===== src/rtl/e3_serial_addsub.sv =====
// e3_serial_addsub: digit-serial Excess-3 adder/subtractor, LSD first, sign+magnitude result.
// A negative difference is re-complemented in a second serial pass (FIX).
module e3_serial_addsub #(
    parameter int DIGITS = 3
) (
    input  logic                  clk,
    input  logic                  rst_n,
    input  logic                  in_valid,
    output logic                  in_ready,
    input  logic                  sub,
    input  logic [4*DIGITS-1:0]   in_1,
    input  logic [4*DIGITS-1:0]   in_2,
    output logic                  out_valid,
    input  logic                  out_ready,
    output logic [4*DIGITS+3:0]   out_1,
    output logic                  neg,
    output logic                  err
);
    localparam int CW = DIGITS > 1 ? $clog2(DIGITS) : 1;
    localparam int W  = 4 * DIGITS;

    typedef enum logic [1:0] {IDLE, ADD, FIX, DONE} state_t;

    state_t          state_q, state_d;
    logic [W-1:0]    a_q, a_d, b_q, b_d;
    logic [W+3:0]    res_q, res_d, sh;
    logic [CW-1:0]   cnt_q, cnt_d;
    logic            sub_q, sub_d, carry_q, carry_d, neg_q, neg_d, err_q, err_d;
    logic [3:0]      op_a, op_b, dig;
    logic [4:0]      s;
    logic            bad, last;

    // Operands and result shift right one nibble per digit, so the active digit is always at [3:0].
    always_comb begin
        bad = 1'b0;
        for (int i = 0; i < DIGITS; i++)
            bad = bad | (in_1[4*i+:4] < 4'd3) | (in_1[4*i+:4] > 4'd12)
                      | (in_2[4*i+:4] < 4'd3) | (in_2[4*i+:4] > 4'd12);
        op_a = (state_q == FIX) ? ~res_q[3:0] : a_q[3:0];
        op_b = (state_q == FIX) ? 4'd3 : b_q[3:0];
        s    = {1'b0, op_a} + {1'b0, op_b} + {4'd0, carry_q};
        dig  = s[4] ? s[3:0] + 4'd3 : s[3:0] - 4'd3;
        sh   = {dig, res_q[W-1:0]};
        last = cnt_q == CW'(DIGITS - 1);
        state_d = state_q;
        a_d     = a_q;
        b_d     = b_q;
        res_d   = res_q;
        cnt_d   = cnt_q;
        sub_d   = sub_q;
        carry_d = carry_q;
        neg_d   = neg_q;
        err_d   = err_q;
        case (state_q)
            IDLE: if (in_valid) begin
                a_d     = in_1;
                b_d     = sub ? ~in_2 : in_2;
                sub_d   = sub;
                carry_d = sub;
                cnt_d   = '0;
                err_d   = bad;
                neg_d   = 1'b0;
                state_d = ADD;
            end
            ADD, FIX: begin
                a_d     = a_q >> 4;
                b_d     = b_q >> 4;
                carry_d = s[4];
                cnt_d   = cnt_q + 1'b1;
                res_d   = {res_q[W+3:W], sh[W+3:4]};
                if (last) begin
                    cnt_d = '0;
                    if (state_q == FIX || !sub_q || s[4]) begin
                        res_d[W+3:W] = (state_q == ADD && !sub_q && s[4]) ? 4'h4 : 4'h3;
                        state_d      = DONE;
                    end else begin
                        neg_d   = 1'b1;
                        carry_d = 1'b1;
                        state_d = FIX;
                    end
                end
            end
            DONE: state_d = out_ready ? IDLE : DONE;
            default: state_d = IDLE;
        endcase
    end

    always_ff @(posedge clk or negedge rst_n) begin
        if (!rst_n) begin
            state_q <= IDLE;
            a_q     <= '0;
            b_q     <= '0;
            res_q   <= '0;
            cnt_q   <= '0;
            sub_q   <= 1'b0;
            carry_q <= 1'b0;
            neg_q   <= 1'b0;
            err_q   <= 1'b0;
        end else begin
            state_q <= state_d;
            a_q     <= a_d;
            b_q     <= b_d;
            res_q   <= res_d;
            cnt_q   <= cnt_d;
            sub_q   <= sub_d;
            carry_q <= carry_d;
            neg_q   <= neg_d;
            err_q   <= err_d;
        end
    end

    assign in_ready  = state_q == IDLE;
    assign out_valid = state_q == DONE;
    assign out_1     = res_q;
    assign neg       = neg_q;
    assign err       = err_q;
endmodule


===== config.mk =====
export PLATFORM = sky130hd
export DESIGN_NAME = e3_serial_addsub
export DESIGN_NICKNAME = d
export VERILOG_FILES = /design/src/rtl/e3_serial_addsub.sv
export SDC_FILE = /design/constraint.sdc
export NUM_CORES = 1
export LEC_CHECK = 0
export CORE_ASPECT_RATIO = 1.5
export CORE_MARGIN = 2
export CORE_UTILIZATION = 48
export CTS_BUF_LIST = sky130_fd_sc_hd__clkbuf_16
export DETAILED_ROUTE_END_ITERATION = 16
export PLACE_DENSITY_LB_ADDON = 0.12
export SKIP_LAST_GASP = 1
export SYNTH_ARGS = -nofsm -noshare
export SYNTH_HDL_FRONTEND = slang
export SYNTH_SLANG_ARGS = --single-unit

===== constraint.sdc =====
create_clock -name clk -period 3.3 [get_ports clk]
set_input_delay 0.33 -clock clk [delete_from_list [all_inputs] [get_ports clk]]
set_output_delay 0.33 -clock clk [all_outputs]
set_load 0.01 [all_outputs]

* Word level (Yosys, flattened, before mapping)
Index checks and enable logic that the tools add are counted.
Operators by class: bitwise operators 13, reductions and logical operators 13, order comparisons 12, eq/ne operators 7, $add $sub $neg 5, multiplexer cells 25
Operators with widths (number):
- 12-bit one-hot mux with 2 select lines | 2
- 12-bit two-way mux | 3
- 4-bit greater-than comparator, second input constant | 6
- 4-bit by 2-bit < comparator with 1-bit output, second input constant | 6
- 4-bit two-way mux | 3
- 12-bit NOT | 1
- 1-bit bitwise OR | 11
- 2-bit two-way mux | 5
- 1-bit two-way mux | 7
- 2-bit equality test, second input constant | 3
- 2-bit inequality test, second input constant | 3
- 2-bit one-hot mux with 3 select lines | 1
- 2-bit AND reduction | 3
- 4-bit by 4-bit adder with 5-bit output | 1
- 5-bit by 1-bit adder with 5-bit output | 1
- 4-bit by 2-bit adder with 4-bit output, second input constant | 1
- 4-bit NOT | 1
- 1-bit one-hot mux with 2 select lines | 2
- 2-bit one-hot mux with 2 select lines | 1
- 4-bit AND reduction | 1
- 4-bit by 2-bit subtractor with 4-bit output, second input constant | 1
- 3-bit two-way mux | 1
- 3-bit AND reduction | 1
- 2-bit by 1-bit adder with 2-bit output, second input constant | 1
- 7 further kinds | 9
Storage, ports and cells: output and inout port bits 20, register bits 48

* Depth between registers and ports, before layout
Gate-level depths: netlist of the first run.
depth in word-level cells 12, mapped depth 16

* Worst setup path before layout of the first run
Ideal clock, no wire load.
path type flip-flop to flip-flop, start point register state_q[0], end point register res_q[11], in the netlist out_1[11], setup slack -0.267 ns, buffers on the path 1, data arrival time 3.485 ns, cell stages (with the launch flop) 16, path through dfrtp_1 -> inv_1 -> ha_1 -> buf_1 -> mux2i_1 -> fa_1 -> fa_1 -> nor2b_1 -> o21a_1 -> nor2_1 -> ha_1 -> and3b_1 -> o22ai_1 -> nand4b_1 -> a31o_1 -> a31oi_1
Between the ends: cells in the longest elaborated chain, start to end 6
RTL lines:
- start, declared | line 24 | state_t state_q, state_d;
- start signal, assigned | line 100 | state_q <= state_d;
- 2-bit equality test | line 39, 40, 54
- 4-bit two-way mux, on equally long branches | line 39, 40
- 4-bit by 4-bit adder with 5-bit output | line 41 | s = {1'b0, op_a} + {1'b0, op_b} + {4'd0, carry_q};
- 5-bit by 1-bit adder with 5-bit output | line 41
- 4-bit by 2-bit subtractor with 4-bit output / 4-bit by 2-bit adder with 4-bit output (equally long branches) | line 42 | dig = s[4] ? s[3:0] + 4'd3 : s[3:0] - 4'd3;
- 4-bit two-way mux | line 42
- end signal, assigned | line 103 | res_q <= res_d;
- end, declared | line 26 | logic [W+3:0] res_q, res_d, sh;
Several ways; a longest one is shown, not always the timed one. A chain may end at the register's enable or synchronous reset.

* Worst setup path after layout of the first run
start point register state_q[1], end point register res_q[11], in the netlist out_1[11]
Same word-level chain as after synthesis.

==> impl_metrics.env, run 1 <==
export IMPL_status="completed"
export IMPL_diodes=0
export IMPL_yosys_area_top_type_share_pct=42.2
export IMPL_finalPower_mw=3.87
export IMPL_syn_inst=287
export IMPL_gp_congestion=0.885
export IMPL_fmax_mhz=323
export IMPL_required_ns=3.50
export IMPL_start_util_pct=49.6
export IMPL_wl_per_cell_um=14.3
export IMPL_setup_viol=0
export IMPL_multi_input_area_um2=1480
export IMPL_reg2reg_slack_ns=0.20
export IMPL_end_kind="flip-flop"
export IMPL_worst_pin_slew_ns=1.02
export IMPL_layout_commonest_cell="clkdlybuf4s50_1"
export IMPL_hold_viol=0
export IMPL_syn_mean_instance_area_um2=9.50
export IMPL_io_pins=49
export IMPL_area_growth_pct=29.0
export IMPL_vdd_ir_drop_max_mv=0.590
export IMPL_vias=2198
export IMPL_h_tree_depth=2
export IMPL_r2r_cells=13
export IMPL_ys_flop_type="dfrtp_1"
export IMPL_numCtsBuffers=5
export IMPL_antenna_found_initial=0
export IMPL_finalClockSkew_ns=0.00499
export IMPL_cts_sinks=46
export IMPL_port_buffer_count=47
export IMPL_drv_cap=0
export IMPL_placed_cell_area_um2=3260
export IMPL_slew_viol_final=0
export IMPL_fin_nets=375
export IMPL_grt_max_degree=47
export IMPL_setup_tns_final_ns=0
export IMPL_drt_iter0_markers=61
export IMPL_cp_start_kind="flip-flop"
export IMPL_synth_seq_cells=46
export IMPL_worstSetupPathType="reg -> reg"
export IMPL_fin_util_pct=64.0
export IMPL_cp_arrival_ns=3.30
export IMPL_ys_seq_area_share_pct=42.2
export IMPL_dpl_cell_count=396
export IMPL_drc_errors=0
export IMPL_yosysTopAreaCell="dfrtp_1"
export IMPL_layout_common_cells="clkdlybuf4s50_1, dfrtp_1, nand2_1"
export IMPL_ant_nets=0
export IMPL_grt_pass1_wl_mm=9.99
export IMPL_synth_edff_count=0
export IMPL_worst_path_max_fanout=4
export IMPL_synth_area_um2=2730
export IMPL_yosysUniqueCellTypes=46
export IMPL_cts_tree="done"
export IMPL_fillers=471
export IMPL_yosys_warnings=0
export IMPL_r2r_start="state_q[1]$_DFFE_PN0P_"
export IMPL_clk_pin_slew_ns=0.06
export IMPL_powerDensity_nw_per_um2=1100
export IMPL_overflow=0
export IMPL_cts_buffer_depth=2
export IMPL_hold_class="in -> async"
export IMPL_die_h_um=96.3
export IMPL_fin_crit_ns=3.10
export IMPL_drive_gt1_share_pct=13.4
export IMPL_die_area_um2=6310
export IMPL_seqCellArea_um2=1150
export IMPL_stdcell_count=406
export IMPL_routed_wl_mm=5.82
export IMPL_fin_area_um2=3520
export IMPL_maxSlewHeadroom_pct=32.0
export IMPL_rsz0062_at_grt="false"
export IMPL_r2r_end="out_1[11]$_DFFE_PN0N_"
export IMPL_fp_row_count=33
export IMPL_drt_pre_antenna_iters=4
export IMPL_grt_pass1_vias=2127
export IMPL_synthTopCellsByArea="dfrtp_1, o21ai_0, mux2_2, xnor2_1, nand2_1"
export IMPL_cts_root_buf="clkbuf_16"
export IMPL_insertion_delay_ns=0.29
export IMPL_die_w_um=65.5
export IMPL_coreArea_um2=5490
export IMPL_grtUsageTotal_pct=20.6
export IMPL_period_share_pct=93.9
export IMPL_p_leak_nw=1.52
export IMPL_syn_num_nets=327
export IMPL_viasPerCell=5.41
export IMPL_dp_hpwl_mm=4.24
export IMPL_synthArstFlopShare_pct=100
[flip-flops by register name, summed over array words and instances (netlist names)]
register	cells
neg	1
cnt_q	2
err	1
state_q	2
sub_q	1
b_q	12
a_q	12
out_1	14
carry_q	1
[cell usage after synthesis (all sizes together) (2+ instances only)]
cell / instances
inv: 21
fa: 2
o211ai: 8
nand2: 32
o21a: 3
or4: 2
nor2b: 8
a21oi: 13
mux2: 11
nor2: 18
o22ai: 5
mux2i: 10
or3: 2
nand4: 3
and3b: 2
clkbuf: 9
xnor2: 14
dfrtp: 46
buf: 6
a211o: 6
ha: 9
a22o: 8
nand3: 2
o21ai: 29
nand2b: 3
a31oi: 3
[area by class of cell]
class                      instances  area share (%)
sequential                        46            32.8
clock inverter                     3            1.81
tap                               70            2.49
timing repair buffer              56            15.2
clock buffer                       5            3.56
multi-input combinational        205            42.0
inverter                          21            2.24
[kinds of logic after synthesis]
family,after synthesis,synth area share (%)
and+or+nand+nor,77,13.9
other,1,0.138
AOI/OAI and AO/OA,81,19.5
adders and majority gates,11,5.60
xor gates and xnor gates,14,4.50
muxes,21,8.21
buffers and inverters,36,5.92
DFF,46,42.2
[per-layer routing]
| layer | global-route usage (%) | share of wire (%) | vias to the layer above |
|---|---|---|---|
| li1 | - | - | 1104 |
| met4 | 7.29 | 1.9 | 0 |
| met1 | 24.2 | 41 | 1044 |
| met2 | 37.5 | 54 | 40 |
| met3 | 3.39 | 2.5 | 10 |
| met5 | 0 | 0 | - |
[report_power, final]
group	total [mW]	switching, mW	internal (mW)
clock	0.640	0.209	0.431
combinational	2.26	1.12	1.13
sequential	0.969	0.154	0.815
total	3.87	1.49	2.38
[critical path, stage by stage, from the launching register on]
cell and delay (ns):
dfrtp_2 0.44, ha_4 0.18, mux2i_1 0.14, fa_2 0.42
fa_2 0.43, nor2b_4 0.14, o21a_1 0.16, nor2_2 0.08
ha_4 0.24, and3b_1 0.16, o22ai_2 0.11, nand4b_1 0.13
a31o_1 0.20, a31oi_1 0.17
[worst max path at each step]
| stage | from | end | slack, ns | cells after the start |
|---|---|---|---|---|
| floorplan | state_q[0]$_DFFE_PN0P_ | out_1[11]$_DFFE_PN0N_ | 0.03 | 15 |
| global placement | state_q[0]$_DFFE_PN0P_ | out_1[11]$_DFFE_PN0N_ | 0.1 | 14 |
| detailed placement | state_q[0]$_DFFE_PN0P_ | out_1[11]$_DFFE_PN0N_ | -0.02 | 14 |
| CTS | state_q[0]$_DFFE_PN0P_ | out_1[11]$_DFFE_PN0N_ | 0.004 | 14 |
| global route | state_q[1]$_DFFE_PN0P_ | out_1[11]$_DFFE_PN0N_ | 0.02 | 13 |
| finish | state_q[1]$_DFFE_PN0P_ | out_1[11]$_DFFE_PN0N_ | 0.20 | 13 |
[through the flow]
step,worst slack (ns),hold WS (ns)
floorplan,0.0348,0.0344
global placement,0.0964,0.452
detailed placement,-0.0169,0.469
CTS,0.00384,0.264
global route,0.0237,0.323
finish,0.201,0.219
[timing repair]
action                     in CTS  in global routing
buffers inserted                0                  2
hold buffers                    0                  0
gates resized for setup         1                 10
setup endpoints to repair       1                  2
pin swaps                       0                  5
Power figures use the tool's default switching activity.
==> run 2, diff against run 1 <==
Settings changed: CORE_UTILIZATION 48 to 57, PLACE_DENSITY_LB_ADDON 0.12 to 0.2.
Clock period 3.3 ns to 4 ns, I/O delays scaled along.
==> impl_metrics.env, run 2 (synthesis gave the netlist of run 1 again) <==
export IMPL_fin_util_pct=73.7
export IMPL_cp_arrival_ns=3.88
export IMPL_grt_max_degree=50
export IMPL_post_cts_buffers=0
export IMPL_dp_hpwl_mm=4.18
export IMPL_start_util_pct=59.5
export IMPL_largest_reg_flops=14
export IMPL_hold_slack_ns=0.282
export IMPL_p_leak_nw=1.46
export IMPL_fin_area_um2=3380
export IMPL_cts_tree="done"
export IMPL_drc_errors=0
export IMPL_die_area_um2=5360
export IMPL_period_share_pct=91.8
export IMPL_wl_per_cell_um=14.4
export IMPL_postCtsHoldBufs=0
export IMPL_cpMostUsedCell="fa_1"
export IMPL_crit_chain="inv_1 -> ha_2 -> mux2i_1 -> fa_1 -> fa_1 -> nor2b_1 -> o21a_1 -> nor2_1 -> ha_1 -> and3b_1 -> o22ai_1 -> nand4b_1 -> a31o_1 -> a31oi_1"
export IMPL_setup_viol=0
export IMPL_rsz0062_at_grt="false"
export IMPL_worst_path_max_fanout=8
export IMPL_overflow=0
export IMPL_slowest_stage="fa_1"
export IMPL_port_buffer_count=47
export IMPL_worstSetupPathType="reg -> reg"
export IMPL_grt_pass1_vias=2194
export IMPL_fin_nets=368
export IMPL_routed_wl_mm=5.65
export IMPL_hold_class="in -> async"
export IMPL_hold_viol=0
export IMPL_antenna_found_initial=0
export IMPL_grtUsageTotal_pct=23.8
export IMPL_status="completed"
export IMPL_vdd_ir_drop_max_mv=0.823
export IMPL_cts_sinks=46
export IMPL_powerDensity_nw_per_um2=874
export IMPL_maxSlewHeadroom_pct=25.8
export IMPL_cp_top_family="adder cells"
export IMPL_ant_nets=0
export IMPL_drt_iter0_markers=53
export IMPL_slew_viol_final=0
export IMPL_cts_buffer_depth=2
export IMPL_numCtsBuffers=5
export IMPL_io_pins=49
export IMPL_gp_congestion=0.825
export IMPL_fmax_mhz=272
export IMPL_die_w_um=60.5
export IMPL_finalClockSkew_ns=0.00240
export IMPL_fp_row_count=30
export IMPL_diodes=0
export IMPL_viasPerCell=5.62
export IMPL_end_kind="flip-flop"
export IMPL_setup_tns_final_ns=0
export IMPL_drt_pre_antenna_iters=4
export IMPL_die_h_um=88.7
export IMPL_drive_gt1_share_pct=8.51
export IMPL_grt_pass1_wl_mm=9.69
export IMPL_drv_cap=0
export IMPL_worst_pin_slew_ns=1.11
export IMPL_placed_cell_area_um2=3210
export IMPL_clk_pin_slew_ns=0.06
export IMPL_h_tree_depth=2
export IMPL_cp_start_kind="flip-flop"
export IMPL_cpPeakStageDelay_ns=0.47
export IMPL_area_growth_pct=23.9
export IMPL_layout_common_cells="dfrtp_1, clkdlybuf4s50_1, nand2_1"
export IMPL_required_ns=4.21
export IMPL_fin_crit_ns=3.67
export IMPL_vias=2208
export IMPL_cts_root_buf="clkbuf_16"
export IMPL_cp_num_buf_inv=1
export IMPL_cts_repair_resize_count=0
export IMPL_coreArea_um2=4580
export IMPL_insertion_delay_ns=0.28
run 2: cell count changes in the layout (fill, tap and decap cells not counted), sizes merged:
cell,previous run,this run
clkinv,1,0
inv,21,22
bufinv,2,1
buf,10,3
clkinvlp,0,1
run 2: metrics by stage:
stage,setup slack (ns),total power [mW],instances
final,0.330,2.95,393
after global routing,0.0922,3.22,393
after CTS,0.278,2.97,393
after detailed placement,0.313,2.50,385
after global placement,0.450,2.44,385
after floorplan,0.433,2.05,287
run 2: area by class of cell:
cell class              instances  area [um2]
clock buffers                   5         125
clock inverters                 3        41.3
fillers                       368        1200
inverters                      21        78.8
multi-input cells             205        1420
flip-flops and latches         46        1150
well taps                      64        80.1
repair buffers                 49         480
run 2: per-layer routing:
| layer | routed length (um) | share of wire, % | up-vias | GRT usage (%) |
|---|---|---|---|---|
| li1 | - | - | 1087 | - |
| met1 | 2110 | 37 | 1067 | 26.1 |
| met2 | 3270 | 58 | 44 | 45.0 |
| met3 | 162 | 2.9 | 10 | 3.65 |
| met4 | 105 | 1.9 | 0 | 8.70 |
| met5 | 0 | 0 | - | 0 |
run 2: where the power goes:
part           internal [mW]  leakage [nW]  switching [mW]  total [mW]
Sequential             0.672         0.578           0.126       0.799
Clock                  0.292        0.0812           0.168       0.460
Combinational          0.816         0.797           0.876        1.69
run 2: final timing paths:
check                                  startpoint                    end  slack (ns)  cells past startpoint
setup / recovery           state_q[0]$_DFFE_PN0P_  out_1[11]$_DFFE_PN0N_        0.33                     14
max in group asynchronous                   rst_n     b_q[1]$_DFFE_PN0P_        3.11                      1
min in group clk               b_q[3]$_DFFE_PN0P_     b_q[3]$_DFFE_PN0P_        0.49                      2
setup reg to reg           state_q[0]$_DFFE_PN0P_  out_1[11]$_DFFE_PN0N_        0.33                     14
hold / removal                              rst_n     a_q[3]$_DFFE_PN0P_        0.28                      1
hold reg to reg                b_q[3]$_DFFE_PN0P_     b_q[3]$_DFFE_PN0P_        0.49                      2
run 2: worst register-to-register path, cell delays in order, from the launching register on:
cell,delay [ns]
dfrtp_1,0.41
inv_1,0.13
ha_2,0.29
mux2i_1,0.13
fa_1,0.47
fa_1,0.46
nor2b_1,0.22
o21a_1,0.20
nor2_1,0.11
ha_1,0.39
and3b_1,0.20
o22ai_1,0.13
nand4b_1,0.13
a31o_1,0.20
a31oi_1,0.15
